**src/rtl/ecall_unit.sv**
```systemverilog
// Environment-call responder: services print/read/exit ecalls from the core,
// holding it stalled until the board I/O (including a debounced confirm button) completes.
module ecall_unit #(
   parameter int DEBOUNCE_CYCLES = 1_000_000
) (
   input  logic        clk,
   input  logic        rst,
   input  logic        ecall_req,
   input  logic [31:0] a7,
   input  logic [31:0] a0,
   input  logic [15:0] switches,
   input  logic        btn_confirm,
   output logic        ecall_done,
   output logic        ecall_write,
   output logic [31:0] ecall_result,
   output logic [31:0] seg_value,
   output logic        waiting_input,
   output logic        halted
);

   localparam int CW = $clog2(DEBOUNCE_CYCLES);
   localparam logic [CW-1:0] CNT_LAST = CW'(DEBOUNCE_CYCLES - 1);

   localparam logic [31:0] SVC_PRINT     = 32'd1;
   localparam logic [31:0] SVC_READ_INT  = 32'd5;
   localparam logic [31:0] SVC_EXIT      = 32'd10;
   localparam logic [31:0] SVC_READ_CHAR = 32'd12;

   typedef enum logic [2:0] {IDLE, WAIT_REL, WAIT_PRESS, DONE, HALT} state_t;

   state_t         state;
   logic           btn_meta;
   logic           btn_sync;
   logic           btn_db;
   logic [CW-1:0]  db_cnt;
   logic           read_char;

   function automatic logic [31:0] read_value(input logic char_mode, input logic [15:0] sw);
      if (char_mode)
         return {24'd0, sw[7:0]};
      return {{16{sw[15]}}, sw};
   endfunction

   // Debouncer: the synchronized button must disagree with the debounced level
   // for DEBOUNCE_CYCLES consecutive cycles before the debounced level follows it.
   always_ff @(posedge clk or negedge rst) begin
      if (!rst) begin
         btn_meta <= 1'b0;
         btn_sync <= 1'b0;
         btn_db   <= 1'b0;
         db_cnt   <= '0;
      end else begin
         btn_meta <= btn_confirm;
         btn_sync <= btn_meta;
         if (btn_sync == btn_db) begin
            db_cnt <= '0;
         end else if (db_cnt == CNT_LAST) begin
            btn_db <= btn_sync;
            db_cnt <= '0;
         end else begin
            db_cnt <= db_cnt + CW'(1);
         end
      end
   end

   // Service FSM; every output is a flop loaded alongside the state it belongs to,
   // so done/write never see a combinational path from the request inputs.
   always_ff @(posedge clk or negedge rst) begin
      if (!rst) begin
         state         <= IDLE;
         seg_value     <= '0;
         ecall_result  <= '0;
         ecall_done    <= 1'b0;
         ecall_write   <= 1'b0;
         waiting_input <= 1'b0;
         halted        <= 1'b0;
         read_char     <= 1'b0;
      end else begin
         ecall_done  <= 1'b0;
         ecall_write <= 1'b0;
         case (state)
            IDLE: begin
               if (ecall_req) begin
                  case (a7)
                     SVC_PRINT: begin
                        seg_value  <= a0;
                        ecall_done <= 1'b1;
                        state      <= DONE;
                     end
                     SVC_READ_INT, SVC_READ_CHAR: begin
                        read_char     <= (a7 == SVC_READ_CHAR);
                        ecall_result  <= read_value(a7 == SVC_READ_CHAR, switches);
                        waiting_input <= 1'b1;
                        state         <= btn_db ? WAIT_REL : WAIT_PRESS;
                     end
                     SVC_EXIT: begin
                        halted <= 1'b1;
                        state  <= HALT;
                     end
                     default: begin
                        ecall_done <= 1'b1;
                        state      <= DONE;
                     end
                  endcase
               end
            end
            // A press already held when the read began must be released first.
            WAIT_REL: begin
               if (!btn_db)
                  state <= WAIT_PRESS;
            end
            WAIT_PRESS: begin
               if (btn_db) begin
                  ecall_result  <= read_value(read_char, switches);
                  ecall_done    <= 1'b1;
                  ecall_write   <= 1'b1;
                  waiting_input <= 1'b0;
                  state         <= DONE;
               end
            end
            DONE: begin
               state <= IDLE;
            end
            HALT: begin
               state <= HALT;
            end
            default: begin
               state <= IDLE;
            end
         endcase
      end
   end

endmodule

```
**config.mk**
```make
export PLATFORM = sky130hd
export DESIGN_NAME = ecall_unit
export DESIGN_NICKNAME = d
export VERILOG_FILES = /design/src/rtl/ecall_unit.sv
export SDC_FILE = /design/constraint.sdc
export NUM_CORES = 1
export LEC_CHECK = 0
export CAP_MARGIN = 5
export CORE_MARGIN = 2
export CORE_UTILIZATION = 40
export DETAILED_ROUTE_END_ITERATION = 10
export PLACE_DENSITY = 0.83
export SLEW_MARGIN = 10
export SYNTH_ARGS = -nofsm -noshare
export SYNTH_HDL_FRONTEND = slang
export SYNTH_SLANG_ARGS = --single-unit
export TNS_END_PERCENT = 100
```
**constraint.sdc**
```tcl
create_clock -name clk -period 3.4 [get_ports clk]
set_input_delay 0.68 -clock clk [delete_from_list [all_inputs] [get_ports clk]]
set_output_delay 0.68 -clock clk [all_outputs]
set_load 0.03 [all_outputs]
```
; Yosys cells after proc, flatten, opt, wreduce, memory -nomap -nowiden
; Index checks and enable logic that the tools add are counted.
[totals]
reg_bits = 95
output_inout_bits = 68
wordCells = 69
[op_classes]
bitwise = 1
n_reduce_logical = 10
n_eq_ne = 13
mux = 32
add_sub_neg = 1
[ops]
columns = operator, count
row1 = 2-to-1 mux 32 bit, 7
row2 = "equality test 32 x 4 -> 1 bit, second input constant", 2
row3 = one-hot mux 32 bit (2 select lines), 1
row4 = 2-to-1 mux 20 bit, 2
row5 = "equality test 32 x 1 -> 1 bit, second input constant", 1
row6 = "equality test 32 x 3 -> 1 bit, second input constant", 1
row7 = "adder 20 x 1 -> 20 bit, second input constant", 1
row8 = "equality test 20 bit, second input constant", 1
row9 = 2-to-1 mux 1 bit, 14
row10 = one-hot mux 3 bit (4 select lines), 1
row11 = AND reduction 3 bit, 4
row12 = 2-to-1 mux 3 bit, 3
row13 = "!= test 2 bit, second input constant", 3
row14 = one-hot mux 3 bit (2 select lines), 1
row15 = one-hot mux 1 bit (2 select lines), 2
row16 = AND reduction 4 bit, 1
row17 = "equality test 3 x 1 -> 1 bit, second input constant", 1
row18 = "equality test 3 x 2 -> 1 bit, second input constant", 1
row19 = "equality test 3 bit, second input constant", 1
row20 = logical NOT 3 bit, 1
row21 = OR reduction 3 bit, 1
row22 = 2-to-1 mux 2 bit, 1
row23 = "!= test 2 x 1 -> 1 bit, second input constant", 1
row24 = AND reduction 2 bit, 1
row25 = other kinds (4), 4

; Depth between registers and ports, before layout
; Gate-level depths: netlist of run 1.
[depth]
depth_word = 9
depth_mapped = 7
ltp_nobuf = 6

; Worst setup path after synthesis of run 1
; Ideal clock, no wire load.
[synth_timing]
kind = input-to-reg
from = input a7[14]
to = register seg_value[0]
t_arrival_ns = 2.164
path_slack_ns = 1.111
cell_stages = 6
setup_time_ns = 0.125
path_cell_list = nor4_1 nand4_1 or2_1 nor3_4 buf_6 mux2_2
[synth_via]
elab_chain_len = 2
[synth_rtl]
columns = item, line_no
row1 = start: declaration, 9  ; input logic [31:0] a7,
row2 = equality test 32 x 1 -> 1 bit, 84  ; case (a7)
row3 = AND reduction 3 bit (no line), -
row4 = end signal: assignment, 71  ; seg_value <= '0;
row5 = end signal: assignment, 86  ; seg_value <= a0;
row6 = end: declaration, 16  ; output logic [31:0] seg_value,
; Every way passes these cells.
; A chain may end at the register's enable or synchronous reset.

; Worst setup path after layout of run 1
[layout_timing]
from = input a7[17]
to = register seg_value[1]
; Same word-level chain as after synthesis.

==> results.md, run 1 <==
- R2R depth: 6
- Worst setup endpoint: seg_value[1]$_DFFE_PN0P_
- Required @ worst endpoint: 3.63 ns
- GRT Overall Usage: 0.181
- Area grow syn2layout: 49.0%
- Setup TNS: 0 ns
- Final design utilization: 0.610
- Worst-Margin Slew: 0.968 ns
- Gate Count Post-Synth: 294
- Routed WL per cell: 15.5 um
- # setup viols final: 0
- Antenna viol nets, final: 0
- Clock network latency to the later pin of the worst-skew pair: 0.35 ns
- Outcome: finished clean
- Multiplexer share of the synthesized area: 0.156
- Leak: 0.00243 uW
- CTS Hold Bufs: 0
- P_int: 1540 uW
- Largest family of logic cells by synthesized area: multiplexers
- Initial core utilization: 0.409
- Vias in the first global route: 2817
- CTS sink count: 79
- Via density: 4.90
- Crit path kind: primary input to register
- Placement Rows: 34
- Clk Tree Root Cell: clkbuf_8
- Post-CTS Setup Bufs: 0
- VDD IR-drop max: 226 uV
- Worst reg-to-reg setup slack: 1.20 ns
- HPWL after DPL: 5940 um
- Number of synthesized register bits: 79
- Synth async-reset ratio: 1.00
- Synthesized cell area: 3530 sq um
- WP data arrival: 2.82 ns
- Final Worst Setup Slack: 0.817 ns
- Synth top area share: 0.559
- Worst-case clock buffer depth: 2
- Reg clk slew, reported paths: 0.08 ns
- Min-delay worst type: register to register
- MaxCap Viol Count: 0
- CTS tree: yes
- Die area: 9600 sq um
- Area contributors post-synth: dfrtp_1, mux2_2, buf_4, nor2_1, xor2_1
- Count of unique library cells instantiated by Yosys: 34
- # resized after CTS: 0
- Fin crit period: 2.58 ns
- Total grt overflow: 0
- Pre-Repair DR Iteration Count: 4
- Unrepaired setup endpoints after global routing: no
- Worst r2r dst: db_cnt[16]$_DFF_PN0_
- Reg power frac: 0.492
- I/O Pins: 152
- Synth warn: 0
- Net Sw Power: 387 uW
- P per Cell Area: 366 nW/um^2
- Post-synth EDFFs: 0
- RR Startpoint: db_cnt[0]$_DFF_PN0_
- Die Wd: 98.0 um
- Tcrit/Tclk final: 0.760
- Syn Nets: 379
- Max stage delay on crit path: 0.43 ns
- Register area share after synthesis: 0.559
- Post-Synth XOR/XNOR Area: 0.0496
- Final #Nets: 519
- Compound-Gate Fraction of Synth Area: 0.0305
- Fin. max-slew vios: 0
- Worst Skew: 0.0101 ns
- Fmax: 387 MHz
- H-tree depth: 3
- GPL Wtd Cong: 0.780
- Synth Area in Simple Gates: 0.138
- Antenna violations before repair: 0
- Main synth FF type: dfrtp_1
- Gate power share: 0.071
- Largest net degree at the start of global routing: 80
- CP max FO: 32
- Slew margin rel.: 0.354
- Worst Setup SP: a7[17]
- ANT cells: 0
- Fill cell count: 678
- CP max-delay cell: clkdlybuf4s50_1
- CP Launch Type: primary input
- Drc violations: 0
- Avg Synthesized Cell Area: 12.0 sq um
- Multi-input logic area: 1340 sq um
- CP endpoint kind: register
- Final Hold Viols: 0
- Synth Area in Adders: 0.00354
- Routed vias: 2676
- Sw Ratio: 0.201
- Core Footprint: 8640 sq um
- Drt initial violations: 132
- Total wire length: 8440 um
- FF/Latch Area: 1980 sq um
- Post-placement setup slack: 0.557 ns
- Fraction of layout instances using a drive strength above 1: 0.142
- Cell accounting for the most synthesized area: dfrtp_1
- CTS Buf Count: 9
- Buffers on Ports: 151
- Global-route wire length before repair: 13900 um
- Die Ht: 98.0 um
- Clock Power Share: 0.437
- CP cell instances: clkdlybuf4s50_1, nor4_1, nand4_1, or2_1, nor3_4, buf_12, mux2_2
## power by group through the flow
stage          Clock, uW  Sequential [uW]  Combinational, uW
6_report             841              947                136
5_1_grt              918              947                149
4_1_cts              860              947                139
3_5_place_dp           0              965                136
3_3_place_gp           0              965                134
2_1_floorplan          0              964               18.0
## worst min path at each step
stage                                   from  slack, ns                 end  depth (start not counted)
after floorplan           btn_meta$_DFF_PN0_       0.33  btn_sync$_DFF_PN0_                          0
after CTS                 btn_meta$_DFF_PN0_       0.38  btn_sync$_DFF_PN0_                          0
after global placement    btn_meta$_DFF_PN0_       0.34  btn_sync$_DFF_PN0_                          0
after detailed placement  btn_meta$_DFF_PN0_       0.36  btn_sync$_DFF_PN0_                          0
final                     btn_meta$_DFF_PN0_       0.37  btn_sync$_DFF_PN0_                          0
after global routing      btn_meta$_DFF_PN0_       0.39  btn_sync$_DFF_PN0_                          0
## logic make-up (layout without fill, tap and decap cells)
family | Yosys count | after routing
AOI/OAI and AO/OA | 14 | 14
adders and majority gates | 1 | 1
muxes | 50 | 50
buffers and inverters | 35 | 179
DFF | 79 | 79
xor gates and xnor gates | 20 | 20
and+or+nand+nor | 95 | 95
## cells in the final DEF (no fill, tap or decap)
cell | Yosys | final
nor4_1 | 7 | 7
clkinvlp_4 | 0 | 1
nor3_1 | 3 | 3
and3_1 | 4 | 4
buf_12 | 0 | 1
nand3b_1 | 1 | 1
or2_2 | 1 | 1
xnor2_1 | 8 | 8
nand3_1 | 9 | 9
nor2b_1 | 1 | 1
nor2_1 | 29 | 29
or2_1 | 1 | 1
and2_1 | 2 | 2
mux2_2 | 41 | 41
a31oi_1 | 3 | 3
nor4b_1 | 3 | 3
a22oi_1 | 1 | 1
nand4_1 | 7 | 7
xor2_1 | 12 | 12
clkdlybuf4s50_1 | 0 | 150
clkinv_4 | 0 | 1
bufinv_16 | 0 | 3
nor3_4 | 1 | 1
dfrtp_1 | 79 | 79
nand2b_1 | 5 | 5
a21oi_1 | 3 | 3
o41a_1 | 1 | 1
buf_4 | 16 | 1
a31o_2 | 1 | 1
o21ai_0 | 3 | 3
a31oi_4 | 1 | 1
clkbuf_8 | 0 | 10
mux2i_1 | 9 | 9
ha_1 | 1 | 1
nand2_1 | 18 | 18
inv_1 | 12 | 12
o2bb2a_1 | 1 | 1
and4_1 | 3 | 3
## metrics by stage
step | cell area (sq um) | cells | hold WS [ns] | power, uW
2_1_floorplan | 3530 | 294 | 0.331 | 983
3_3_place_gp | 5020 | 531 | 0.335 | 1100
3_5_place_dp | 5020 | 531 | 0.357 | 1100
4_1_cts | 5270 | 546 | 0.375 | 1950
5_1_grt | 5270 | 546 | 0.385 | 2010
6_report | 5270 | 546 | 0.367 | 1920
## sequential cells by signal, summed over array words and instances (netlist names), 3 cells and up
| register | count |
|---|---|
| seg_value | 32 |
| ecall_result | 16 |
| db_cnt | 20 |
| state | 3 |
## worst max-delay path: cells and delay by family
| kind | cells | cell delay [ns] |
|---|---|---|
| muxes | 1 | 0.36 |
| and+or+nand+nor | 4 | 1.10 |
| buffers and inverters | 2 | 0.66 |
## Yosys cell counts (4+ instances only)
| cell type | number |
|---|---|
| dfrtp_1 | 79 |
| mux2_2 | 41 |
| nor2_1 | 29 |
| nand2_1 | 18 |
| buf_4 | 16 |
| inv_1 | 12 |
| xor2_1 | 12 |
| mux2i_1 | 9 |
| nand3_1 | 9 |
| xnor2_1 | 8 |
| nand4_1 | 7 |
| nor4_1 | 7 |
| nand2b_1 | 5 |
| and3_1 | 4 |
| buf_6 | 4 |
## per-layer routing
layer  GRT usage  vias to the layer above  wire, um
met5           0                        -         0
met4      0.0673                        0       189
met3      0.0623                       16       654
met2       0.315                      108      4320
met1       0.207                     1280      3280
li1            -                     1272         -
## area by class of cell
| cell class | count | area share |
|---|---|---|
| flip-flops and latches | 79 | 0.375 |
| repair buffers | 152 | 0.290 |
| multi-input cells | 180 | 0.254 |
| clock buffers | 10 | 0.0261 |
| well taps | 108 | 0.0257 |
| clock inverters | 5 | 0.0202 |
| inverters | 12 | 0.00856 |
No activity file was read; power rests on OpenSTA's default activity.
==> run 2, diff against run 1 <==
- CORE_UTILIZATION: 40 -> 38
- clock period: 3.4 -> 2.3 ns (I/O delays scaled with it)
==> results.md, run 2 (same netlist as run 1, synthesis figures left out) <==
- ANT cells: 0 (unchanged)
- Outcome: finished clean
- GRT Overall Usage: 0.167 (-0.0148)
- WP data arrival: 2.48 ns (-0.34 ns)
- Clock Power Share: 0.382 (-0.055)
- Worst-case clock buffer depth: 2 (unchanged)
- HPWL after DPL: 6140 um (+3.4%)
- Fin. max-slew vios: 0 (unchanged)
- I/O Pins: 152 (unchanged)
- CTS sink count: 79 (unchanged)
- Worst Skew: 0.00952 ns (-0.000546 ns)
- Tcrit/Tclk final: 0.979
- MaxCap Viol Count: 0 (unchanged)
- Commonest non-fill, non-tap cell in the layout: clkdlybuf4s50_1
- P per Cell Area: 479 nW/um^2 (+31%)
- Largest net degree at the start of global routing: 47 (-41%)
- R2R depth: 7 (+1)
- Total wire length: 8860 um (+5.0%)
- Fin crit period: 2.25 ns
- Min-delay worst type: primary input to asynchronous set/reset pin
- Crit path kind: primary input to register
- Drc violations: 0 (unchanged)
- GPL Wtd Cong: 0.828 (+6.0%)
- CP endpoint kind: register
- CP max FO: 8 (-75%)
- Via density: 4.97 (+1.3%)
- Worst reg-to-reg setup slack: 0.46 ns (-0.74 ns)
- Slew margin rel.: 0.599 (+0.245)
- Die Ht: 100 um (+2.5%)
- H-tree depth: 3 (unchanged)
- P_int: 2030 uW (+32%)
- Max FFs per register: 32 (unchanged)
- Antenna viol nets, final: 0 (unchanged)
- Placed cell area: 5140 sq um (+2.4%)
- Final #Nets: 538 (+3.7%)
- Worst-Margin Slew: 0.601 ns (-0.368 ns)
- Clock network latency to the later pin of the worst-skew pair: 0.35 ns (about the same)
- Core Footprint: 9110 sq um (+5.5%)
- Drt initial violations: 67 (-49%)
- Net Sw Power: 582 uW (+50%)
- CTS Buf Count: 9 (unchanged)
- CP Launch Type: primary input
- Pre-Repair DR Iteration Count: 4 (unchanged)
- Die Wd: 100 um (+2.5%)
- Finished Cell Area: 5460 sq um (+3.6%)
- Placement Rows: 35 (+2.9%)
- Global-route wire length before repair: 13400 um (-3.6%)
- VDD IR-drop max: 260 uV (+15%)
- Largest registers: seg_value x32, db_cnt x20, ecall_result x16
- Top reg by flops: seg_value
- Leak: 0.00255 uW (+4.7%)
- RR Startpoint: state[0]$_DFFE_PN0P_
- Fmax: 444 MHz
- Fraction of layout instances using a drive strength above 1: 0.188 (+0.0466)
- Initial core utilization: 0.388 (-0.0212)
- Die area: 10100 sq um (+5.1%)
- Setup TNS: 0 ns (unchanged)
- Worst setup endpoint: seg_value[29]$_DFFE_PN0P_
- # setup viols final: 0 (unchanged)
- Worst Setup SP: a7[13]
- Final Hold Viols: 0 (unchanged)
- Routed WL per cell: 15.6 um (+0.92%)
- CTS tree: yes
- Antenna violations before repair: 0 (unchanged)
- Area grow syn2layout: 54.4%
- Commonest cells after routing, fill and taps aside: clkdlybuf4s50_1, dfrtp_1, mux2_2
- Clk Tree Root Cell: clkbuf_8
- Total power: 2620 uW (+36%)
- CTS Hold Bufs: 0 (unchanged)
- Gate power share: 0.083 (+0.012)
- Buffers on Ports: 151 (unchanged)
- Vias in the first global route: 2890 (+2.6%)
- Required @ worst endpoint: 2.53 ns (-1.10 ns)
- Reg clk slew, reported paths: 0.09 ns (about the same)
- Reg power frac: 0.535 (+0.043)
- Sw Ratio: 0.222 (+0.0214)
- Worst r2r dst: seg_value[29]$_DFFE_PN0P_
- Total grt overflow: 0 (unchanged)
- Routed vias: 2821 (+5.4%)
run 2: cell count changes in the layout (fill, tap and decap cells not counted), moves of 2 or more:
cell	previous run	this run
bufinv_16	3	1
clkbuf_16	0	2
nor4_1	7	2
clkdlybuf4s50_1	150	147
buf_4	1	14
dlymetal6s2s_1	0	3
buf_6	0	3
nor4_2	0	5
run 2: worst min-delay path by stage:
stage                                   from                   endpoint  slack, ns
final                                    rst   seg_value[1]$_DFFE_PN0P_       0.11
after global routing                     rst   seg_value[1]$_DFFE_PN0P_       0.16
after CTS                                rst  seg_value[27]$_DFFE_PN0P_       0.13
after detailed placement  btn_meta$_DFF_PN0_         btn_sync$_DFF_PN0_       0.35
after global placement    btn_meta$_DFF_PN0_         btn_sync$_DFF_PN0_       0.34
after floorplan                          rst         btn_db$_DFFE_PN0P_       0.16
run 2: power by group through the flow:
stage / registers (uW) / clock network [uW] / logic [uW]
finish: 1400 / 999 / 217
global route: 1400 / 1100 / 237
CTS: 1400 / 1030 / 216
detailed placement: 1430 / 0 / 212
global placement: 1430 / 0 / 207
floorplan: 1430 / 0 / 26.7
run 2: cell type report:
cell class / instances / area, sq um
Clock buffer: 10 / 128
Clock inverter: 5 / 60.1
Inverter: 12 / 45.0
Multi-Input combinational cell: 180 / 1370
Sequential cell: 79 / 1980
Fill cell: 750 / 3650
Tap cell: 111 / 139
Timing Repair Buffer: 171 / 1740
run 2: through the flow:
stage	hold WS (ns)	setup WS, ns	instances	utilization
after detailed placement	0.346	-0.407	548	0.565
after CTS	0.131	0.00663	563	0.586
after global placement	0.339	-0.308	548	0.565
final	0.110	0.0485	568	0.599
after floorplan	0.164	0.231	294	-
after global routing	0.159	-0.0418	568	0.599
run 2: per-layer routing:
metal | wire, um | up-vias | global-route usage
met3 | 480 | 15 | 0.0390
li1 | - | 1318 | -
met2 | 4760 | 104 | 0.301
met5 | 0 | - | 0
met4 | 148 | 0 | 0.0674
met1 | 3470 | 1384 | 0.189
run 2: critical path: stages:
cell and delay, ns:
clkdlybuf4s50_1 0.41, nor4_2 0.29, nand4_1 0.17, or2_4 0.28, nor3_4 0.22, buf_6 0.16
clkbuf_16 0.15, mux2_2 0.33
run 2: repair_timing:
item / CTS / global route
pin swaps: 0 / 6
gates resized for setup: 1 / 10
gates cloned: 0 / 3
setup buffers: 0 / 2
endpoints found under the setup margin: 32 / 49
==> run 3, diff against run 2 <==
- CAP_MARGIN: 5 -> unset
- CTS_CLUSTER_SIZE: unset -> 14
==> results of run 3 <==
Same layout as run 2: the final DEF is identical, and so are final timing and power.
